<file path="src/rtl/core_mem_arb_pkg.sv">
// Shared definitions for the core memory arbiter: arbitration mode codes
// and the two-state transaction FSM encoding.
package core_mem_arb_pkg;

    localparam int ARB_MODE_FIXED = 0;
    localparam int ARB_MODE_RR    = 1;

    typedef enum logic {
        ARB_IDLE = 1'b0,
        ARB_BUSY = 1'b1
    } arb_state_e;

endpackage

</file>
<file path="src/rtl/core_mem_arb_pick.sv">
// Combinational priority picker: first set request at or after the search
// base (ptr in round-robin mode, 0 in fixed mode), with wrap-around.
module core_mem_arb_pick #(
    parameter int CHANNELS = 2,
    parameter int IDX_W    = $clog2(CHANNELS)
) (
    input  logic [CHANNELS-1:0] req,
    input  logic [IDX_W-1:0]    ptr,
    input  logic                rr_mode,
    output logic [IDX_W-1:0]    winner,
    output logic                any
);

    localparam int SUM_W = IDX_W + 1;

    logic [SUM_W-1:0]    base;
    logic [SUM_W-1:0]    sum;
    logic [CHANNELS-1:0] rot;

    always_comb begin
        base = rr_mode ? {1'b0, ptr} : '0;
        // Rotate so the search base lands at bit 0; lowest set bit then wins.
        rot  = CHANNELS'({req, req} >> base);
        sum  = base;
        for (int i = CHANNELS - 1; i >= 0; i--) begin
            if (rot[i]) begin
                sum = base + SUM_W'(i);
            end
        end
        if (sum >= SUM_W'(CHANNELS)) begin
            sum = sum - SUM_W'(CHANNELS);
        end
        winner = sum[IDX_W-1:0];
        any    = |req;
    end

endmodule

</file>
<file path="src/rtl/core_mem_arb.sv">
// N-channel core memory arbiter. The winner drives the downstream port in
// the same cycle; the channel stays locked until the downstream response.
module core_mem_arb
    import core_mem_arb_pkg::*;
#(
    parameter int CHANNELS = 2,
    parameter int ADDR_W   = 64,
    parameter int DATA_W   = 64,
    parameter int MODE     = 1
) (
    input  logic                         g_clk,
    input  logic                         g_resetn,
    input  logic [CHANNELS-1:0]          s_req,
    input  logic [CHANNELS*ADDR_W-1:0]   s_addr,
    input  logic [CHANNELS-1:0]          s_wen,
    input  logic [CHANNELS*DATA_W/8-1:0] s_strb,
    input  logic [CHANNELS*DATA_W-1:0]   s_wdata,
    output logic [CHANNELS-1:0]          s_gnt,
    output logic [CHANNELS-1:0]          s_err,
    output logic [DATA_W-1:0]            s_rdata,
    output logic                         m_req,
    output logic [ADDR_W-1:0]            m_addr,
    output logic                         m_wen,
    output logic [DATA_W/8-1:0]          m_strb,
    output logic [DATA_W-1:0]            m_wdata,
    input  logic                         m_gnt,
    input  logic                         m_err,
    input  logic [DATA_W-1:0]            m_rdata,
    output logic [$clog2(CHANNELS)-1:0]  owner
);

    localparam int   IDX_W   = $clog2(CHANNELS);
    localparam int   STRB_W  = DATA_W / 8;
    localparam logic RR_MODE = (MODE == ARB_MODE_RR);

    arb_state_e       state_q, state_d;
    logic [IDX_W-1:0] owner_q, owner_d;
    logic [IDX_W-1:0] rr_ptr_q, rr_ptr_d;
    logic [IDX_W-1:0] winner;
    logic [IDX_W-1:0] sel;
    logic             any;
    logic             owner_req;
    logic             fire;

    core_mem_arb_pick #(
        .CHANNELS (CHANNELS),
        .IDX_W    (IDX_W)
    ) u_pick (
        .req     (s_req),
        .ptr     (rr_ptr_q),
        .rr_mode (RR_MODE),
        .winner  (winner),
        .any     (any)
    );

    always_comb begin
        owner_req = 1'b0;
        for (int i = 0; i < CHANNELS; i++) begin
            if (owner_q == IDX_W'(i)) begin
                owner_req = s_req[i];
            end
        end
    end

    always_comb begin
        state_d  = state_q;
        owner_d  = owner_q;
        rr_ptr_d = rr_ptr_q;
        sel      = owner_q;
        m_req    = 1'b0;
        fire     = 1'b0;
        case (state_q)
            ARB_IDLE: begin
                if (any) begin
                    sel     = winner;
                    owner_d = winner;
                    m_req   = 1'b1;
                    if (m_gnt) begin
                        fire = 1'b1;
                    end else begin
                        state_d = ARB_BUSY;
                    end
                end
            end
            ARB_BUSY: begin
                // A dropped request lowers m_req but keeps the lock until m_gnt.
                m_req = owner_req;
                if (m_gnt) begin
                    fire    = 1'b1;
                    state_d = ARB_IDLE;
                end
            end
            default: state_d = ARB_IDLE;
        endcase
        if (fire && RR_MODE) begin
            rr_ptr_d = (sel == IDX_W'(CHANNELS - 1)) ? '0 : sel + IDX_W'(1);
        end
        if (!g_resetn) begin
            sel   = '0;
            m_req = 1'b0;
            fire  = 1'b0;
        end
    end

    always_comb begin
        m_addr  = '0;
        m_wen   = 1'b0;
        m_strb  = '0;
        m_wdata = '0;
        s_gnt   = '0;
        s_err   = '0;
        for (int i = 0; i < CHANNELS; i++) begin
            if (sel == IDX_W'(i)) begin
                m_addr   = s_addr[i*ADDR_W +: ADDR_W];
                m_wen    = s_wen[i];
                m_strb   = s_strb[i*STRB_W +: STRB_W];
                m_wdata  = s_wdata[i*DATA_W +: DATA_W];
                s_gnt[i] = fire;
                s_err[i] = fire & m_err;
            end
        end
    end

    assign s_rdata = m_rdata;
    assign owner   = sel;

    always_ff @(posedge g_clk) begin
        if (!g_resetn) begin
            state_q  <= ARB_IDLE;
            owner_q  <= '0;
            rr_ptr_q <= '0;
        end else begin
            state_q  <= state_d;
            owner_q  <= owner_d;
            rr_ptr_q <= rr_ptr_d;
        end
    end

endmodule
</file>
<file path="config.mk">
export PLATFORM = sky130hd
export DESIGN_NAME = core_mem_arb
export DESIGN_NICKNAME = d
export VERILOG_FILES = /design/src/rtl/core_mem_arb_pkg.sv /design/src/rtl/core_mem_arb_pick.sv /design/src/rtl/core_mem_arb.sv
export SDC_FILE = /design/constraint.sdc
export NUM_CORES = 1
export LEC_CHECK = 0
export CAP_MARGIN = 20
export CORE_AREA = 10 10 208 210
export DETAILED_ROUTE_END_ITERATION = 10
export DIE_AREA = 0 0 218 220
export GPL_TIMING_DRIVEN = 0
export PLACE_DENSITY = 0.39
export SYNTH_ARGS = -nofsm -noshare
export SYNTH_HDL_FRONTEND = slang
export SYNTH_SLANG_ARGS = --single-unit
</file>
<file path="constraint.sdc">
create_clock -name g_clk -period 4.9 [get_ports g_clk]
set_clock_uncertainty 0.2 [all_clocks]
set_input_delay 1.225 -clock g_clk [delete_from_list [all_inputs] [get_ports g_clk]]
set_output_delay 1.225 -clock g_clk [all_outputs]
set_load 0.05 [all_outputs]
</file>
* After elaboration in Yosys (flattened, before gate mapping)
Index checks and enable logic that the tools add are counted.
** Operators by class
- Add/sub/neg operators :: 3
- Multiply operators :: 0
- Div/mod/pow operators :: 0
- $lt $le $gt $ge :: 1
- Eq/ne operators :: 0
- Shift operators :: 1
- Muxes and demuxes :: 26
- Bitwise logic cells :: 2
- Reductions and logical operators :: 1
** Operators by type and width (count)
- two-way mux 64 bit :: 2
- two-way mux 1 bit :: 18
- two-way mux 8 bit :: 1
- one-hot mux 1 bit (2 select lines) :: 3
- two-way mux 2 bit :: 2
- >> shifter 4 x 1 -> 2 bit :: 1
- adder 1 x 1 -> 2 bit (second input constant) :: 1
- >= comparator 2 bit (second input constant) :: 1
- OR reduction 2 bit :: 1
- adder 1 bit (second input constant) :: 1
- bitwise AND 1 bit :: 1
- NOT 1 bit :: 1
- subtractor 1 bit (second input constant) :: 1
** Storage, ports and cells
- Flip-flop bits (word level) :: 3
- Bits in latches :: 0
- Bits in writable memories :: 0
- ROM bits :: 0
- Input bits :: 344
- Output and inout port bits :: 207
- Word-level logic and storage cells :: 37
- Memories :: 0

* Depth between registers and ports, before layout
Gate-level depths: netlist (run 1).
- Depth after elaboration :: 9
- Mapped depth :: 7

* Cells and area by module
A second synthesis (run 1) with hierarchy kept.
** Second synthesis, totals
- Cell total of the unflattened synthesis :: 241
- Area, all modules :: 2797.7 µm²
** By module, submodules not included
- core_mem_arb :: instances 1, cells an instance 237, area each 2776.4 µm²
- core_mem_arb_pick :: instances 1, cells an instance 4, area each 21.3 µm²

* Worst setup path after synthesis (run 1)
No wires, ideal clock.
- Path type :: input-to-output
- From :: input port s_req[0]
- To :: output port s_err[1]
- Data arrival time :: 2633 ps
- Path slack :: 842 ps
- Stages on the path :: 7
- Path buffers :: 3
- Cells stage by stage :: nand2b_1 -> a32oi_1 -> nand2b_1 -> buf_4 -> buf_12 -> buf_8 -> nor2_1
** On the way
- Longest elaborated chain between the ends :: 9
- Elaborated cells between the ends (all ways) :: 15
- Those cells by class :: 1 x add/sub; 1 x order compare; 1 x shift; 10 x mux; 1 x bitwise; 1 x reduce/logical
** Ends and longest elaborated chain
- start, declared :: line core_mem_arb.sv:13 : input logic [CHANNELS-1:0] s_req,
- >> shifter 4 x 1 -> 2 bit :: line core_mem_arb_pick.sv:23 : rot = CHANNELS'({req, req} >> base);
- two-way mux 2 bit (2 in series) :: line core_mem_arb_pick.sv:26 : if (rot[i]) begin
- >= comparator 2 bit / subtractor 1 bit (equally long branches) :: line core_mem_arb_pick.sv:30, core_mem_arb_pick.sv:31
- two-way mux 1 bit :: line core_mem_arb_pick.sv:30 : if (sum >= SUM_W'(CHANNELS)) begin
- two-way mux 1 bit
- two-way mux 1 bit :: line core_mem_arb.sv:72 : case (state_q)
- two-way mux 1 bit :: line core_mem_arb.sv:98 : if (!g_resetn) begin
- two-way mux 1 bit (*) :: line core_mem_arb.sv:113 : if (sel == IDX_W'(i)) begin
- end, declared :: line core_mem_arb.sv:19 : output logic [CHANNELS-1:0] s_err,
Every way passes the cells marked *; elsewhere a longest branch is shown, timed or not.

* Worst setup path after layout (run 1)
- From :: input port s_req[1]
- To :: output port m_addr[34]
** On the way
- Longest elaborated chain between the ends :: 9
- Elaborated cells between the ends (all ways) :: 11
- Those cells by class :: 1 x add/sub; 1 x order compare; 1 x shift; 7 x mux; 1 x reduce/logical
** Ends and longest elaborated chain
- >> shifter 4 x 1 -> 2 bit :: line core_mem_arb_pick.sv:23
- two-way mux 2 bit (2 in series) :: line core_mem_arb_pick.sv:26
- >= comparator 2 bit / subtractor 1 bit (equally long branches) :: line core_mem_arb_pick.sv:30, core_mem_arb_pick.sv:31
- two-way mux 1 bit :: line core_mem_arb_pick.sv:30
- two-way mux 1 bit (*)
- two-way mux 1 bit (*) :: line core_mem_arb.sv:72
- two-way mux 1 bit (*) :: line core_mem_arb.sv:98
- two-way mux 64 bit (*) :: line core_mem_arb.sv:113
- end, declared :: line core_mem_arb.sv:22 : output logic [ADDR_W-1:0] m_addr,
Marks and branches as above.

==> results.cfg, run 1 <==
[run_status]
status = complete, no violations

[global_routing]
grt_pass1_wl_mm = 30.2
first_global_vias = 4150
grt_max_degree = 11
grt.overflow.total = 0
antenna_found_initial = 2
grt_usage_pct = 8.30

[sta]
post-route-min-period_ns = 4.64
setup_violations = 0
grt_setup_unrepaired = false
max_slew_margin_pct = 63.8
tightest_slew_ns = 0.542
fmax_ghz = 0.215
slew_violations = 0
tns_ns = 0
hold_violations = 0
period_share_pct = 94.7

[synth]
synth_flop_cell = dfxtp_1
synth_top_cells_by_count = mux2_4 (90), buf_4 (69), mux2_2 (40)
synth_cells = 241
syn_avg_cell_area_sq_um = 11.6
ys_warn_count = 0
syn-num-nets = 585
syn-cell-area_sq_um = 2790
ys_ff_latch = 3
synth_area_leaders = mux2_4 (48%), buf_4 (19%), mux2_2 (16%)
synth_cell_types = 19
synth_area_leader_cell = mux2_4
synth.top_cell.area_share_pct = 48.5
yosysMostFrequentCell = mux2_4
ys_seq_area_share_pct = 2.15
synth_edf_count = 0
ys_async_sr_fraction_pct = 0

[cts]
htree_levels = 1
tritoncts = built
cts_buffers = 3
cts.path.max_buffers = 2
cts.clk_slew.worst_paths_ns = 0.03
cts-root-buf = clkbuf_16
post_cts_buffers = 0
clk_latency_ns = 0.22
numClockSinks = 3

[detailed_routing]
drcViolationCount = 0
dr_total_vias = 3691
firstDrtPassIters = 4
drtAntennaViolNets = 0
vias_per_cell = 2.93
drt_wl_total_mm = 22.8
drt_iter0_drc = 47
routedWlPerCell_um = 18.1

[power_and_ir_drop]
power_density_nw_per_um2 = 166
report.power.total_mw = 1.33
leakagePower_nw = 3.59
irDropWorstVdd_mv = 0.0889

[die]
die-height_um = 220
ioPinCount = 551
coreArea_sq_um = 39300
rows = 73
die_w_um = 218
die-area_sq_um = 48000
initial_core_util_pct = 7.10

[placement]
dp_cells = 1252
portBuffers = 486
placed_cell_area_sq_um = 8310
hpwlAfterDp_mm = 21.1
gp_congestion = 0.732

[final_layout]
postLayoutCoreUtil_pct = 20.5
final_area_sq_um = 8040
multi_input_area_sq_um = 1990
syn_to_final_growth_pct = 188
final_nets = 1077
fin_cells = 1258
layout.area.seq_sq_um = 60.1
layout-drive-gt1-share_pct = 45.4
nFillCells = 4354

[setup_path]
worst-setup-path-type = in -> out
rrSetupSlack_ns = 3.20
crit_slowest_cell = clkdlybuf4s50_1
critPathArrivalTime_ns = 3.22
cp_cell_sequence = clkdlybuf4s50_1, a32oi_2, nand2b_1, buf_6, bufbuf_16, buf_12, mux2_4, buf_2
critPathLaunchType = input pin
cp-end-kind = output port
cp_num_buf_inv = 5
max_stage_delay_ns = 0.46
cp_top_family = buffers and inverters
critPathRequiredTime_ns = 3.47
cp_max_fo = 10

[flow_run]
maxCapViolCount = 0

[min_path]
holdCritPathClass = reg -> reg
-- where the power goes --
group	switching, mW	internal [mW]	leakage [nW]
clock	0.0222	0.107	0.0382
sequential	0.00129	0.0265	0.0248
combinational	0.652	0.524	3.53
total	0.675	0.657	3.59
-- worst paths after layout --
path         startpoint         end  cells after the start
min reg2reg    rr_ptr_q    rr_ptr_q                      1
min            rr_ptr_q    rr_ptr_q                      1
max reg2reg    rr_ptr_q     owner_q                      7
max            s_req[1]  m_addr[34]                      8
-- timing repair --
item                                    4_1_cts  5_1_grt
hold buffers                                  0        0
gates cloned                                  1        0
resized for setup                           505       28
endpoints found under the setup margin      140      109
-- through the flow --
step | setup slack (ns) | hold WS, ns
5_1_grt | 0.158 | 0.316
3_5_place_dp | -0.509 | 0.276
2_1_floorplan | 0.842 | 0.252
4_1_cts | -0.123 | 0.301
6_report | 0.257 | 0.286
3_3_place_gp | -0.483 | 0.282
-- state kept, by name, indices dropped and copies added (netlist names) --
signal    flops
state_q       1
rr_ptr_q      1
owner_q       1
-- cell families after synthesis --
| kind of cell | Yosys count | share of synthesized area, % |
|---|---|---|
| multiplexers | 137 | 67.5 |
| buffers and inverters | 82 | 26.6 |
| AND/OR/NAND/NOR | 15 | 2.74 |
| AO/OA/AOI/OAI | 4 | 1.08 |
| flip-flops | 3 | 2.15 |
-- layout by cell type (no fill, tap or decap) --
master / count
and3_1: 1
clkbuf_2: 12
clkdlybuf4s15_2: 30
buf_12: 10
buf_6: 1
buf_8: 1
mux2_4: 90
mux2_2: 40
nor3b_1: 1
dlymetal6s2s_1: 1
clkbuf_16: 3
mux2_1: 7
nand2b_1: 4
nor2b_1: 1
a31o_2: 1
dfxtp_1: 3
bufbuf_16: 1
diode_2: 1
dlygate4sd2_1: 24
clkbuf_1: 1
o31ai_1: 1
a21oi_1: 1
inv_1: 2
buf_4: 77
clkdlybuf4s50_1: 345
nor3_1: 1
a32oi_2: 1
nor2_1: 4
buf_2: 64
clkbuf_4: 1
nand2_1: 3
-- worst register-to-register path, cell delays in order (launching register included) --
cell and delay (ns):
dfxtp_1 0.30, nand2b_1 0.15, a32oi_2 0.25, nand2b_1 0.15, buf_6 0.16, buf_12 0.17
buf_8 0.15, inv_1 0.06
-- metal layers --
layer / GRT usage, % / up-vias / part of all wire (%)
li1: - / 1780 / -
met1: 8.76 / 1624 / 36
met2: 15.7 / 283 / 52
met3: 3.61 / 4 / 12
met4: 0.208 / 0 / 0.13
met5: 0 / - / 0
-- cell type report --
cell class | instances | area share (%)
diodes | 1 | 0.0311
plain buffers | 80 | 9.17
clock buffers | 4 | 0.981
inverters | 2 | 0.0934
multi-input cells | 156 | 24.8
flip-flops and latches | 3 | 0.747
well taps | 525 | 8.17
repair buffers | 487 | 56.0
Note: power is estimated with default switching activity, not from simulation.
==> run 2, diff against run 1 <==
CORE_AREA = 10 10 203 205   (was 10 10 208 210)
DIE_AREA = 0 0 213 215   (was 0 0 218 220)
PLACE_DENSITY = 0.41   (was 0.39)
SYNTH_HIERARCHICAL = 1   (was unset)
==> results.cfg, run 2 <==
[global_routing]
grt.overflow.total = 0
first_global_vias = 4249
grt_usage_pct = 9.14
antenna_found_initial = 5
grt_max_degree = 12
grt_pass1_wl_mm = 31.0

[cts]
cts.clk_slew.worst_paths_ns = 0.03
cts-root-buf = clkbuf_16
tritoncts = built
cts_hold_buf = 0
clk_latency_ns = 0.22
cts.path.max_buffers = 2
htree_levels = 1
cts_buffers = 3
numClockSinks = 3

[power_and_ir_drop]
irDropWorstVdd_mv = 0.119
pwr-share-seq_pct = 2.2
p_switching_mw = 0.664
leakagePower_nw = 3.36
pwr-share-clk_pct = 9.9
power_density_nw_per_um2 = 166
pwr-share-comb_pct = 87.9
switching_share_pct = 50.9
p_int_mw = 0.640

[sta]
tightest_slew_ns = 0.539
grt_setup_unrepaired = true
setup_violations = 0
slew_violations = 0
fin_ws_ns = 0.107
max_slew_margin_pct = 64.0
fmax_ghz = 0.209
post-route-min-period_ns = 4.79
period_share_pct = 97.8
hold_violations = 0

[setup_path]
rrSetupSlack_ns = 3.34
worst-setup-path-type = in -> out
cp_max_fo = 10
cp-end-kind = output port
critPathArrivalTime_ns = 3.37
critPathRequiredTime_ns = 3.47
critPathLaunchType = input pin

[detailed_routing]
firstDrtPassIters = 4
drcViolationCount = 0
drt_wl_total_mm = 23.4
routedWlPerCell_um = 19.3
drt_iter0_drc = 58
vias_per_cell = 3.07
dr_total_vias = 3708
drtAntennaViolNets = 0

[synth]
syn_avg_cell_area_sq_um = 11.6
synth.top_cell.area_share_pct = 53.7
ys_ff_latch = 3
synth_area_leader_cell = mux2_4
synth_top_cells_by_count = mux2_4 (100), buf_4 (64), mux2_2 (37)
syn-cell-area_sq_um = 2800
synth_flop_cell = dfxtp_1
synth_cell_types = 24
synth_edf_count = 0
ys_warn_count = 6
synth_cells = 241
synth_area_leaders = mux2_4 (54%), buf_4 (17%), mux2_2 (15%)
ys_async_sr_fraction_pct = 0
ys_seq_area_share_pct = 2.15
yosysMostFrequentCell = mux2_4

[run_status]
status = complete, no violations

[final_layout]
layout_commonest_cell = clkdlybuf4s50_1
final_area_sq_um = 7840
layout-drive-gt1-share_pct = 49.7
final_nets = 1078
final_cell_mix = clkdlybuf4s50_1 (343), buf_2 (111), mux2_4 (100), buf_4 (70), mux2_2 (37)
nFillCells = 4111
syn_to_final_growth_pct = 180
top_regs = owner_q x1, rr_ptr_q x1, state_q x1

[die]
coreArea_sq_um = 37200
initial_core_util_pct = 7.52
die_w_um = 213
die-area_sq_um = 45800
die-height_um = 215
ioPinCount = 551
rows = 71

[flow_run]
maxCapViolCount = 0

[placement]
portBuffers = 486
gp_congestion = 0.773
placed_cell_area_sq_um = 8260
hpwlAfterDp_mm = 21.7
dp_slack_ns = -0.710

[min_path]
holdCritPathClass = reg -> reg
[run 2: cell types whose count changed in the layout (fill, tap and decap cells not counted), moves of 7 or more]
cell / previous run / this run
buf_2: 64 / 111
dlygate4sd2_1: 24 / 2
clkdlybuf4s15_2: 30 / 16
mux2_4: 90 / 100
buf_4: 77 / 70
mux2_1: 7 / 0
[run 2: stage by stage]
step,util (%),total power [mW],instances,TNS (ns),hold WS (ns)
2_1_floorplan,-,0.755,242,0,0.285
3_3_place_gp,22.2,1.26,1202,-82.50,0.319
3_5_place_dp,22.2,1.26,1202,-84.38,0.320
4_1_cts,21.2,1.32,1207,0,0.327
5_1_grt,21.1,1.36,1208,-0.0973,0.355
6_report,21.1,1.30,1208,0,0.325
[run 2: kinds of logic (layout without fill, tap and decap cells)]
logic type,after synthesis,in the layout,synth area share (%)
flip-flops,3,3,2.15
other,1,3,0.134
AND/OR/NAND/NOR,10,10,2.19
buffers and inverters,79,570,23.7
AO/OA/AOI/OAI,9,9,2.15
multiplexers,139,139,69.7
[run 2: critical path: stages]
cell,delay (ns)
clkdlybuf4s50_1,0.50
or2_4,0.17
nor2b_4,0.17
mux2i_4,0.25
buf_12,0.14
buf_16,0.17
buf_8,0.18
mux2_4,0.31
buf_2,0.22
[run 2: cell type report]
cell class	instances	area, sq um	share of cell area (%)
antenna	1	2.50	0.0319
buffer	79	713	9.10
clock buffer	4	78.8	1.01
multi-input combinational	160	2080	26.6
sequential	3	60.1	0.766
tap	474	593	7.57
timing repair buffer	487	4310	55.0
[run 2: power groups by stage]
stage	clock network (mW)	registers, mW	logic, mW
floorplan	0	0.0284	0.727
global route	0.135	0.0291	1.19
global placement	0	0.0290	1.24
finish	0.129	0.0288	1.15
detailed placement	0	0.0290	1.23
CTS	0.131	0.0287	1.16
[run 2: layer usage]
layer / track usage, % / wire (um) / vias up
met1: 8.81 / 7940 / 1628
met4: 0.976 / 178 / 0
met3: 3.80 / 2910 / 12
met5: 0 / 0 / -
li1: - / - / 1781
met2: 18.0 / 12300 / 287
[run 2: timing repair]
action                                  CTS  global route
resized for setup                       619            58
endpoints found under the setup margin  142           134
buffers inserted                          1             0
[run 2: worst paths after layout]
check | end | cells after the start | from
max | m_addr[17] | 9 | s_req[0]
min | rr_ptr_q | 1 | rr_ptr_q
max reg2reg | rr_ptr_q | 5 | rr_ptr_q
min reg2reg | rr_ptr_q | 1 | rr_ptr_q
